===== config.mk =====
export PLATFORM = sky130hd
export DESIGN_NAME = vec_stepper
export DESIGN_NICKNAME = d
export VERILOG_FILES = /design/src/rtl/vec_stepper.sv
export SDC_FILE = /design/constraint.sdc
export NUM_CORES = 1
export LEC_CHECK = 0
export BUFFER_PORTS_ARGS = -buffer_cell sky130_fd_sc_hd__buf_2
export CAP_MARGIN = 20
export CORE_ASPECT_RATIO = 0.8
export CORE_MARGIN = 10
export CORE_UTILIZATION = 50
export DETAILED_ROUTE_END_ITERATION = 8
export PLACE_DENSITY_LB_ADDON = 0.12
export REMOVE_ABC_BUFFERS = 1
export SLEW_MARGIN = 10
export SYNTH_ARGS = -nofsm -noshare
export SYNTH_HDL_FRONTEND = slang
export SYNTH_SLANG_ARGS = --single-unit

===== constraint.sdc =====
create_clock -name clk -period 3.2 [get_ports clk]
set_clock_uncertainty 0.15 [all_clocks]
set_input_delay 0.64 -clock clk [delete_from_list [all_inputs] [get_ports clk]]
set_output_delay 0.64 -clock clk [all_outputs]
set_load 0.01 [all_outputs]

===== src/rtl/vec_stepper.sv =====
// Multi-component accumulator that adds a latched signed step vector for a programmed number of cycles.
// Build option: define VEC_STEPPER_SAT_EN to clamp overflowing components instead of wrapping.
//
// state | meaning
// IDLE  | waiting for start with a non-zero count
// RUN   | adding steps each non-halted cycle, counting down
// DONE  | one-cycle completion pulse, then back to IDLE
module vec_stepper #(
    parameter int NCOMP = 2,
    parameter int CW    = 16,
    parameter int NW    = 16
) (
    input  logic                  clk,
    input  logic                  rst_n,
    input  logic                  start,
    input  logic [NCOMP*CW-1:0]   step_in,
    input  logic [NW-1:0]         count,
    input  logic                  halt,
    input  logic                  clr,
    output logic [NCOMP*CW-1:0]   result,
    output logic                  busy,
    output logic                  done,
    output logic [NCOMP-1:0]      ovf
);

    typedef enum logic [1:0] {
        IDLE = 2'd0,
        RUN  = 2'd1,
        DONE = 2'd2
    } state_t;

    state_t state, state_nxt;

    logic [NCOMP-1:0][CW-1:0] acc;
    logic [NCOMP-1:0][CW-1:0] step;
    logic [NCOMP-1:0][CW-1:0] raw;
    logic [NCOMP-1:0][CW-1:0] sum;
    logic [NCOMP-1:0]         ovf_r;
    logic [NCOMP-1:0]         ovf_now;
    logic [NW-1:0]            rem;
    logic                     accept;
    logic                     advance;

    assign accept  = (state == IDLE) && start && (count != '0);
    assign advance = (state == RUN) && !halt;

    // Packed index j maps straight onto result/ovf bit positions, so component 0 is index NCOMP-1.
    always_comb begin
        raw     = '0;
        sum     = '0;
        ovf_now = '0;
        for (int j = 0; j < NCOMP; j++) begin
            raw[j]     = acc[j] + step[j];
            ovf_now[j] = (acc[j][CW-1] == step[j][CW-1]) && (raw[j][CW-1] != acc[j][CW-1]);
`ifdef VEC_STEPPER_SAT_EN
            if (ovf_now[j])
                sum[j] = acc[j][CW-1] ? {1'b1, {(CW-1){1'b0}}} : {1'b0, {(CW-1){1'b1}}};
            else
                sum[j] = raw[j];
`else
            sum[j] = raw[j];
`endif
        end
    end

    always_ff @(posedge clk or negedge rst_n) begin
        if (!rst_n)
            state <= IDLE;
        else
            state <= state_nxt;
    end

    always_comb begin
        state_nxt = state;
        if (clr) begin
            state_nxt = IDLE;
        end else begin
            case (state)
                IDLE:    if (accept) state_nxt = RUN;
                RUN:     if (advance && (rem == NW'(1))) state_nxt = DONE;
                DONE:    state_nxt = IDLE;
                default: state_nxt = IDLE;
            endcase
        end
    end

    always_ff @(posedge clk or negedge rst_n) begin
        if (!rst_n) begin
            acc   <= '0;
            step  <= '0;
            ovf_r <= '0;
            rem   <= '0;
        end else if (clr) begin
            acc   <= '0;
            ovf_r <= '0;
            rem   <= '0;
        end else if (accept) begin
            step  <= step_in;
            rem   <= count;
            ovf_r <= '0;
        end else if (advance) begin
            acc   <= sum;
            ovf_r <= ovf_r | ovf_now;
            rem   <= rem - NW'(1);
        end
    end

    assign result = acc;
    assign ovf    = ovf_r;
    assign busy   = (state == RUN);
    assign done   = (state == DONE);

endmodule


Yosys cells after proc, flatten, opt, wreduce, memory -nomap -nowiden:

Index checks and enable logic that the tools add are counted.

* reduce and logical (&&, ||, !) cells: 14
* mux-type cells: 13
* eq/ne operators: 10
* add/sub/neg operators: 3
* bitwise gates (word level): 2

Operators by type and width (count)
* $mux 32: 3
* $mux 16: 3
* $add 16x16->16: 2
* $eq 16x1->1 const B: 1
* $reduce_bool 16->1: 1
* $sub 16x1->16 const B: 1
* $mux 2: 6
* $logic_and 1x1->1: 6
* $reduce_and 2->1: 3
* $pmux 2 s2: 1
* $ne 3x2->1 const B: 1
* $ne 3x3->1 const B: 1
* $reduce_bool 3->1: 1
* $eq 1x1->1: 2
* $eq 2x1->1 const B: 1
* $eq 2x2->1 const B: 1
* $logic_not 2->1: 1
* $ne 1x1->1: 2
* $ne 2x2->1 const B: 1
* $or 2x2->2: 1
* $reduce_bool 2->1: 1
* $logic_not 1->1: 1
* $not 1->1: 1

* bits of input ports: 53
* word-level logic and storage cells: 49
* register bits after elaboration: 84
* output and inout port bits: 36

Longest topological paths before layout:

* word-level depth: 7
* mapped depth: 11
* depth with buffers taken out: 11

Worst setup path after synthesis:

No wires, ideal clock.

* kind: flip-flop to flip-flop
* start: register acc, in the netlist result[0]
* end: register acc, in the netlist result[14]
* slack: 0.464 ns
* library setup time: 0.122 ns
* data required time: 2.928 ns
* cell stages (with the launch flop): 12
* clock period less this slack: 2.736 ns
* data arrival time: 2.465 ns
* path through: dfrtp_1 > ha_1 > inv_1 > fa_1 > nor2b_4 > o31a_1 > o211a_1 > o31a_1 > o211ai_2 > a21boi_1 > or3_1 > a32o_1

* cells in the longest elaborated chain, start to end: 4

Ends and longest elaborated chain
* start: declaration: line 34 `logic [NCOMP-1:0][CW-1:0] acc;`
* start signal: assignment: line 102 `acc <= sum;`
* $add 16x16->16: line 53 `raw[j] = acc[j] + step[j];`
* $mux 32: line 101 `end else if (advance) begin`
* $mux 32: line 97 `end else if (accept) begin`
* $mux 32: line 93 `end else if (clr) begin`

No other way between the ends. The select of a mux whose other input is x is not followed.
A chain may end at the register's enable or synchronous reset.

Final worst setup path:

Same ends and word-level chain as after synthesis.

==> results.cfg <==
[critical_path]
worstSetupPathType = reg2reg
cpMostUsedCell = o31a_1
cp_max_fo = 4
critical_path.endpoint_type = flip-flop
start_kind = flip-flop
worst_ep_required_time_ps = 3280
critical_path_buf_inv_count = 1
reg2reg_from = result[0]
arrival_ps = 2960
crit_slowest_cell = dfrtp_1
cp-startpoint = result[0]
cp_top_family = compound AO/OA/AOI/OAI gates
ff2ff_setup_slack_ps = 320
critical_path.max_stage_delay_ps = 400
path_depth = 11
cp-endpoint = result[14]
reg2regPathDepth = 11
rr_endpoint = result[14]
crit_chain = ha_1 > inv_1 > fa_1 > nor2b_4 > o31a_1 > o211a_1 > o31a_1 > o211ai_2 > a21boi_1 > or3_1 > a32o_1

[die]
die_area_um2 = 13900
core_um2 = 9190
ioPinCount = 89
rows = 31
die_w_um = 129
start_util = 0.519
die_h_um = 107

[timing]
period_share = 0.899
timing.fmax_mhz = 348
hold_viol_final = 0
setup_viol_count_final = 0
tightest_slew_ps = 743
min_period_ps = 2880
rsz0062_at_grt = no
slew_headroom = 0.504
report.final.slew_viol_count = 0
setup_tns_ps = 0

[placed_design]
dp_cells = 668
dp_hpwl_mm = 8.51
gp_congestion = 0.923
port_buffers = 88

[clock_tree]
hold_buffers = 0
htreeDepth = 3
clk_latency_ps = 350
path_clk_slew_ps = 60
cts_root_buf = clkbuf_16
cts_tree = built
cts_resized = 0
clockBufferDepth = 2
cts_setup_buffers = 0
cts_num_sinks = 84
cts_buffers = 9

[detailed_routing]
wl_per_cell_um = 16.7
dr.pass1.iters = 4
dr_total_vias = 3872
final_antenna_net_count = 0
routed_wl_mm = 11.5
drt_iter0_markers = 307
drc_errors = 0
post_drt_via_cell_ratio = 5.66

[yosys]
syn_inst = 472
synth_flop_cell = dfrtp_1
syn-cell-area_um2 = 4770
avgSynthCellArea_um2 = 10.1
synth_seq_cells = 84
ys_seq_area_frac = 0.440
synth_cell_type_count = 48
yosysWarningCount = 0
synthArstFlopShare = 1.00
synth_edf_count = 0

[pwr]
p_leak_nw = 2.72
switching_share = 0.297
p_int_mw = 2.10
p_seq_frac = 0.429
p_clk_frac = 0.337
p_comb_frac = 0.234
vdd_drop_max_v = 0.000349
power_density_nw_per_um2 = 527
switching_power_mw = 0.887

[layout]
n_fill_cell = 803
antenna_cells = 0
drive_gt1_frac = 0.264
finalNetCount = 651
area_growth_pct = 18.8
layout.cells.non_filler = 684

[global_route]
antenna_found_initial = 0
grt_pass1_wl_mm = 19.1
grt_usage = 0.171
grt_pass1_vias = 3952
grt_overflow = 0
grt_max_degree = 47

[flow_run]
drv_cap = 0

[hold_path]
hp-class = in2async

[status]
status = finished, final reports clean
-- logic make-up (layout without fill, tap and decap cells) --
group / Yosys count / count (layout) / synth area share
simple gates: 129 / 129 / 0.127
buf+inv: 28 / 125 / 0.0228
compound gates: 131 / 131 / 0.179
mux: 34 / 34 / 0.0797
xor+xnor: 32 / 32 / 0.0587
flops: 84 / 84 / 0.440
fa+ha+maj: 34 / 34 / 0.0923
-- sequential cells by signal (all words and copies together), names as in the netlist --
name    cells
step       32
result     32
ovf         2
state       2
rem        16
-- cell usage in the layout, fill, tap and decap left out, drive strengths merged, types with 2 or more instances in the layout --
cell type | synthesis | layout
dfrtp | 84 | 84
o21a | 6 | 6
nor2b | 4 | 4
a22o | 6 | 6
o21bai | 3 | 3
a32o | 2 | 2
nor4 | 9 | 9
o211ai | 5 | 5
clkinvlp | 0 | 2
buf | 3 | 97
nand3 | 4 | 4
or3 | 5 | 5
o21ai | 43 | 43
o31ai | 3 | 3
mux2 | 32 | 32
nand4 | 3 | 3
nand2 | 43 | 43
mux2i | 2 | 2
a21o | 9 | 9
ha | 32 | 32
inv | 12 | 12
xor2 | 14 | 14
nor3 | 9 | 9
xnor2 | 18 | 18
nor2 | 42 | 42
a31oi | 4 | 4
fa | 2 | 2
o211a | 2 | 2
o31a | 2 | 2
a311oi | 4 | 4
a211oi | 15 | 15
a21oi | 23 | 23
nand2b | 4 | 4
clkbuf | 13 | 13
or4 | 2 | 2
-- power by group through the flow --
stage          combinational [mW]  clock (mW)  sequential [mW]
6_report                    0.699        1.01             1.28
5_1_grt                     0.794        1.07             1.30
4_1_cts                     0.702        1.03             1.28
3_5_place_dp                0.697           0             1.30
3_3_place_gp                0.680           0             1.29
2_1_floorplan               0.492           0             1.28
-- worst register-to-register path, cell delays in order (launching register included) --
cell,delay (ps)
dfrtp_1,400
ha_1,230
inv_1,80
fa_1,230
nor2b_4,60
o31a_1,290
o211a_1,270
o31a_1,280
o211ai_2,140
a21boi_1,80
or3_1,310
a32o_1,250
-- synthesized netlist by cell type (2+ instances only) --
cell      instances  area [um^2]
o21a_1            6         45.0
o21ai_0          43          215
or3_1             5         31.3
ha_1             32          400
nand2b_1          4         25.0
clkbuf_1         13         48.8
a32o_1            2         20.0
nand2_1          43          161
mux2_2           30          338
o31a_1            2         17.5
buf_2             3         15.0
o21bai_1          3         22.5
a21oi_1          23          115
a311oi_1          4         35.0
o31ai_1           3         22.5
nor2_1           42          158
a211oi_1         15          113
mux2_1            2         22.5
a21o_1            9         67.6
xnor2_1          18          158
mux2i_1           2         20.0
nand4_1           3         18.8
a31oi_1           4         25.0
o211ai_1          4         30.0
o211a_1           2         20.0
inv_1            12         45.0
xor2_1           14          123
nor4_1            8         50.1
nand3_1           4         20.0
nor2b_1           3         18.8
fa_1              2         40.0
a22o_1            6         52.6
nor3_1            8         40.0
dfrtp_1          84         2100
-- metal layers --
layer / GRT usage / share of wire
met4: 0.0486 / 0.011
met5: 0 / 0
met2: 0.276 / 0.47
met1: 0.214 / 0.45
met3: 0.0551 / 0.066
-- per-stage QoR --
step | instance area (um^2) | hold WS [ps] | setup slack [ps] | power, mW | utilization
2_1_floorplan | 4710 | 194 | 253 | 1.77 | -
3_3_place_gp | 5380 | 325 | 431 | 1.97 | 0.585
3_5_place_dp | 5380 | 329 | 345 | 2.00 | 0.585
4_1_cts | 5670 | 149 | 333 | 3.02 | 0.617
5_1_grt | 5670 | 165 | 129 | 3.16 | 0.617
6_report | 5670 | 130 | 323 | 2.99 | 0.617
-- worst min-delay path by stage --
stage / startpoint / endpoint / slack (ps) / cells past startpoint
after floorplan: rst_n / ovf[0] / 190 / 0
after global placement: ovf[1] / ovf[1] / 330 / 2
after detailed placement: ovf[0] / ovf[0] / 330 / 1
after CTS: rst_n / result[24] / 150 / 1
after global routing: rst_n / result[26] / 170 / 1
final: rst_n / step[18] / 130 / 1
-- cell type report --
type | instances | area [um^2] | share of cell area
multi-input combinational | 360 | 2560 | 0.452
clock buffer | 13 | 270 | 0.0477
inverter | 12 | 45.0 | 0.00795
clock inverter | 3 | 20.0 | 0.00353
timing repair buffer | 97 | 523 | 0.0923
tap | 115 | 144 | 0.0254
sequential | 84 | 2100 | 0.371
No activity file was read; power rests on OpenSTA's default activity.
